<file path="config.mk">
export PLATFORM = sky130hd
export DESIGN_NAME = sat_counter
export DESIGN_NICKNAME = d
export VERILOG_FILES = /design/src/rtl/sat_counter.sv
export SDC_FILE = /design/constraint.sdc
export NUM_CORES = 1
export LEC_CHECK = 0
export BUFFER_PORTS_ARGS = -buffer_cell sky130_fd_sc_hd__buf_2
export CAP_MARGIN = 20
export CORE_UTILIZATION = 59
export CTS_BUF_LIST = sky130_fd_sc_hd__clkbuf_2 sky130_fd_sc_hd__clkbuf_4 sky130_fd_sc_hd__clkbuf_8
export CTS_CLUSTER_SIZE = 24
export DETAILED_ROUTE_END_ITERATION = 16
export HOLD_SLACK_MARGIN = 0.05
export PLACE_DENSITY = 0.83
export SYNTH_ARGS = -nofsm -noshare
export SYNTH_HDL_FRONTEND = slang
export SYNTH_SLANG_ARGS = --single-unit
export TNS_END_PERCENT = 1
</file>
<file path="constraint.sdc">
create_clock -name clk -period 3.6 [get_ports clk]
set_clock_uncertainty 0.1 [all_clocks]
set_input_delay 0.18 -clock clk [delete_from_list [all_inputs] [get_ports clk]]
set_output_delay 0.18 -clock clk [all_outputs]
set_load 0.05 [all_outputs]
</file>
<file path="src/rtl/sat_counter.sv">
// Up-counter that sticks at all-ones; synchronous clear wins over increment.
module sat_counter #(
    parameter int unsigned W = 16
) (
    input  logic         clk,
    input  logic         rst_n,
    input  logic         clr,
    input  logic         inc,
    output logic [W-1:0] q
);

    logic [W-1:0] q_d;

    always_comb begin
        q_d = q;
        if (clr) begin
            q_d = '0;
        end else if (inc && (q != {W{1'b1}})) begin
            q_d = q + W'(1);
        end
    end

    always_ff @(posedge clk or negedge rst_n) begin
        if (!rst_n) begin
            q <= '0;
        end else begin
            q <= q_d;
        end
    end

endmodule

</file>
# After elaboration in Yosys (flattened, before gate mapping)
# Index checks and enable logic that the tools add are counted.
dict set report totals {
  ff_bits 16
  inputBits 4
}
dict set report classes {
  n_addsub 1
  n_eq_ne 1
  muxes 2
  reduce_logical 2
}
# op count
set ops {}
lappend ops {{16-bit two-way mux} 2}
lappend ops {{16-bit by 1-bit adder with 16-bit output, second input constant} 1}
lappend ops {{16-bit != test, second input constant} 1}
lappend ops {{2-bit nonzero test} 1}
lappend ops {{1-bit logical AND} 1}

# Depth between registers and ports, before layout
dict set report depth {
  word_depth 4
  mapped_depth 6
  mapped_depth_nobuf 5
}

# Worst setup path before layout
# OpenSTA, ideal clock, no wires.
dict set report synth_path {
  path_kind {register to register}
  start {register q[0]}
  end {register q[15]}
  setup_time_ns 0.128
  arrival_ns 1.988
  required_ns 3.372
  setup_slack_ns 1.384
  path_stages_with_launch 6
  n_path_buf 0
  synth_period_minus_slack_ns 2.216
  cell_sequence {dfrtp_1 > ha_1 > nand4_2 > nor4_4 > nor4_1 > mux2_1}
}
dict set report synth_via {
  elab_chain_cells 3
}
# element line
set synth_rtl {}
lappend synth_rtl {{from (decl)} 9} ;# output logic [W-1:0] q
lappend synth_rtl {{from (signal assigned)} 27} ;# q <= q_d;
lappend synth_rtl {{16-bit by 1-bit adder with 16-bit output or 16-bit != test (tied branches)} {19, 18}}
lappend synth_rtl {{16-bit two-way mux or 1-bit logical AND (tied branches)} 18} ;# end else if (inc && (q != {W{1'b1}})) begin
lappend synth_rtl {{16-bit two-way mux or 2-bit nonzero test (tied branches)} n/a}
# Several ways; a longest one is shown, not always the timed one. The select of a mux whose other input is x is not followed.
# A chain may end at the register's enable or synchronous reset.

# Worst setup path in the final report
dict set report layout_path {
  start {register q[0]}
  end {register q[11]}
}
# Same word-level chain as after synthesis.

==> results.toml <==
[run_status]
outcome = "complete, no violations"

[floorplanning]
die_area_mm2 = 0.00176
core_mm2 = 0.00151
boundaryPins = 20
die_width_um = 42.0
initial_utilization_pct = 62.5
vertical_die_dimension_um = 42.0
fp-row-count = 14

[synthesis]
ys_async_sr_fraction_pct = 100
synth_nets = 103
synth.ff_latch_count = 16
synth.top_cells.by_count = "16 x dfrtp_1, 11 x a21oi_1, 7 x o31ai_1"
number_of_flops_mapped_to_enable_cells_by_yosys = 0
syn_area_um2 = 942
synth_warnings = 0
synth_sequential_area_ratio_pct = 42.5
syn_avg_cell_area_um2 = 9.61
synth_top_area_share_pct = 42.5
yosysUniqueCellTypes = 28
synth_top_cell_by_area = "dfrtp_1"
post_synth_inst_count = 98
yosys.cell_count.top_type = "dfrtp_1"
synth.top_cells.by_area = "dfrtp_1 42%, a21oi_1 5.8%, o31ai_1 5.6%"
synth_flop_cell = "dfrtp_1"

[pwr]
power.share.switching_pct = 25.2
power_frac_seq_pct = 55.1
power_density_over_the_cells_mw_per_mm2 = 309
clock_power_share_pct = 37.2
netSwitchingPower_uw = 84.0
power.internal_uw = 249
power_frac_comb_pct = 7.6
leakage_nw = 0.497
max-vdd-ir-drop_v = 0.000284

[finish]
drive_above_1_share_pct = 27.4
largest_register_ff_count = 16
area_delta_synth_final_pct = 14.3
finish.instance_area_mm2 = 0.00108
layout.nets = 123
registers.top_by_ff_count = "q"
antennaDiodeCount = 0
largest_registers = "q: 16 flops"

[critical_path]
critical_path.endpoint_type = "flop"
worst_ep_arrival_time_ns = 2.43
timing.critical_path.fanout_max = 19
required_worst_endpoint_ns = 3.69
timing.critical_path.from_type = "flop"
crit_type = "flop to flop"

[detailed_routing]
via_count = 902
avgViaCountPerCell = 6.78
overall_routed_net_length_um = 2110
avgRoutedWirePerCell_um = 15.8
remaining_drcs = 0
detail_route.first_pass.iterations = 4
initialDrtViolationCount = 9
drtAntennaViolNets = 0

[global_routing]
grt_use_met1_pct = 34.0
grt_busiest_layer = "met2"
grt.met2_usage_pct = 43.1
grt_start_max_net_pins = 23
first_global_vias = 808
grt_antenna_before_repair = 0
grt_overflow = 0
grt_first_pass_wirelength_um = 3530
groute.layer.met3.usage_pct = 5.22
grt_usage_pct = 26.5

[sta]
setup_viol_count_final = 0
grt_setup_unrepaired = "false"
relSlewSlack_pct = 44.1
fin_crit_sh_pct = 65.2
finalHoldViolCount = 0
tns_ns = 0
layout_min_cycle_time_ns = 2.35
report.final.slew_viol_count = 0
fmaxAchievable_mhz = 426
worst_slew_pin_slew_ns = 0.832

[clocking]
cts.clk_slew.worst_paths_ns = 0.10
htreeDepth = 1
ctsResizeCount = 0
clk-insertion-delay-late_ns = 0.29
cts_tree = "done"
clk_buf_depth = 2
tritoncts_num_sinks = 16
cts.root.buffer_cell = "clkbuf_4"
tritoncts.num_buffers = 3
post_cts_buffers = 0

[placement]
detailed_place.area_mm2 = 0.00103
port_buffers = 19
dp.final_hpwl_um = 1400
gp_congestion = 0.763

[worst_hold_path]
worstHoldPathType = "input port to flop"

[flow_run]
max_cap_violation_count = 0
-- worst paths after layout --
| path | cells past startpoint | slack [ns] | end | start |
|---|---|---|---|---|
| min | 3 | 0.08 | q[1]$_DFFE_PN0P_ | inc |
| min in group asynchronous | 2 | 0.22 | q[10]$_DFFE_PN0P_ | rst_n |
| max reg2reg | 5 | 1.25 | q[11]$_DFFE_PN0P_ | q[0]$_DFFE_PN0P_ |
| min reg2reg | 2 | 0.50 | q[14]$_DFFE_PN0P_ | q[14]$_DFFE_PN0P_ |
| max | 5 | 1.25 | q[11]$_DFFE_PN0P_ | q[0]$_DFFE_PN0P_ |
| max in group asynchronous | 2 | 2.92 | q[12]$_DFFE_PN0P_ | rst_n |
-- per-layer routing --
layer  up-vias  part of all wire, %
li1        418                    -
met1       443                   43
met2        37                   50
met3         4                  4.7
met4         0                  1.1
met5         -                    0
-- timing repair --
action,in CTS,in global routing
hold buffers,1,0
hold endpoints to repair,16,0
endpoints found under the setup margin,0,0
-- area by class of cell --
class	instances	area, µm²
clock buffers	4	36.3
fillers	117	429
inverters	3	11.3
multi-input cells	74	504
flip-flops and latches	16	400
well taps	16	20.0
repair buffers	20	105
-- logic make-up after synthesis --
| kind of cell | count (synthesis) | synth area share, % |
|---|---|---|
| and+or+nand+nor | 45 | 31.2 |
| muxes | 4 | 4.78 |
| adders and majority gates | 1 | 1.33 |
| AOI/OAI and AO/OA | 24 | 16.2 |
| DFF | 16 | 42.5 |
| buffers and inverters | 8 | 3.98 |
-- power by group through the flow --
stage | Sequential [mW] | Combinational (mW) | Clock (mW)
finish | 0.183 | 0.0254 | 0.124
global route | 0.184 | 0.0281 | 0.129
CTS | 0.183 | 0.0256 | 0.125
global placement | 0.187 | 0.0243 | 0
floorplan | 0.192 | 0.0101 | 0
detailed placement | 0.187 | 0.0248 | 0
-- worst max-delay path, stage by stage (launching register included) --
cell and delay, ns:
dfrtp_1 0.44, ha_1 0.26, nand4_2 0.15, nor4_4 0.78
nor4_1 0.16, mux2_1 0.35
-- metrics by stage --
stage / power (mW) / hold WS [ns] / cells / setup slack, ns / util [%]
global placement: 0.211 / 0.00761 / 128 / 1.39 / 68.4
finish: 0.333 / 0.0787 / 133 / 1.25 / 71.5
detailed placement: 0.212 / 0.0160 / 128 / 1.26 / 68.4
global route: 0.341 / 0.107 / 133 / 1.05 / 71.5
floorplan: 0.203 / -0.216 / 98 / 1.38 / -
CTS: 0.334 / 0.0717 / 133 / 1.26 / 71.5
-- cells in the final DEF (no fill, tap or decap), drive strengths merged --
master	count
clkbuf	4
and4	2
nor3	1
inv	3
a21oi	11
buf	19
or4	7
nor4	5
o21ai	4
a211oi	1
nor2	4
nand3	3
nand2	6
or3	3
nand4	7
o211ai	1
o31ai	7
nand3b	1
dlygate4sd3	1
dfrtp	16
nor2b	4
mux2	4
and3	2
ha	1
(Power assumes the default switching activity.)
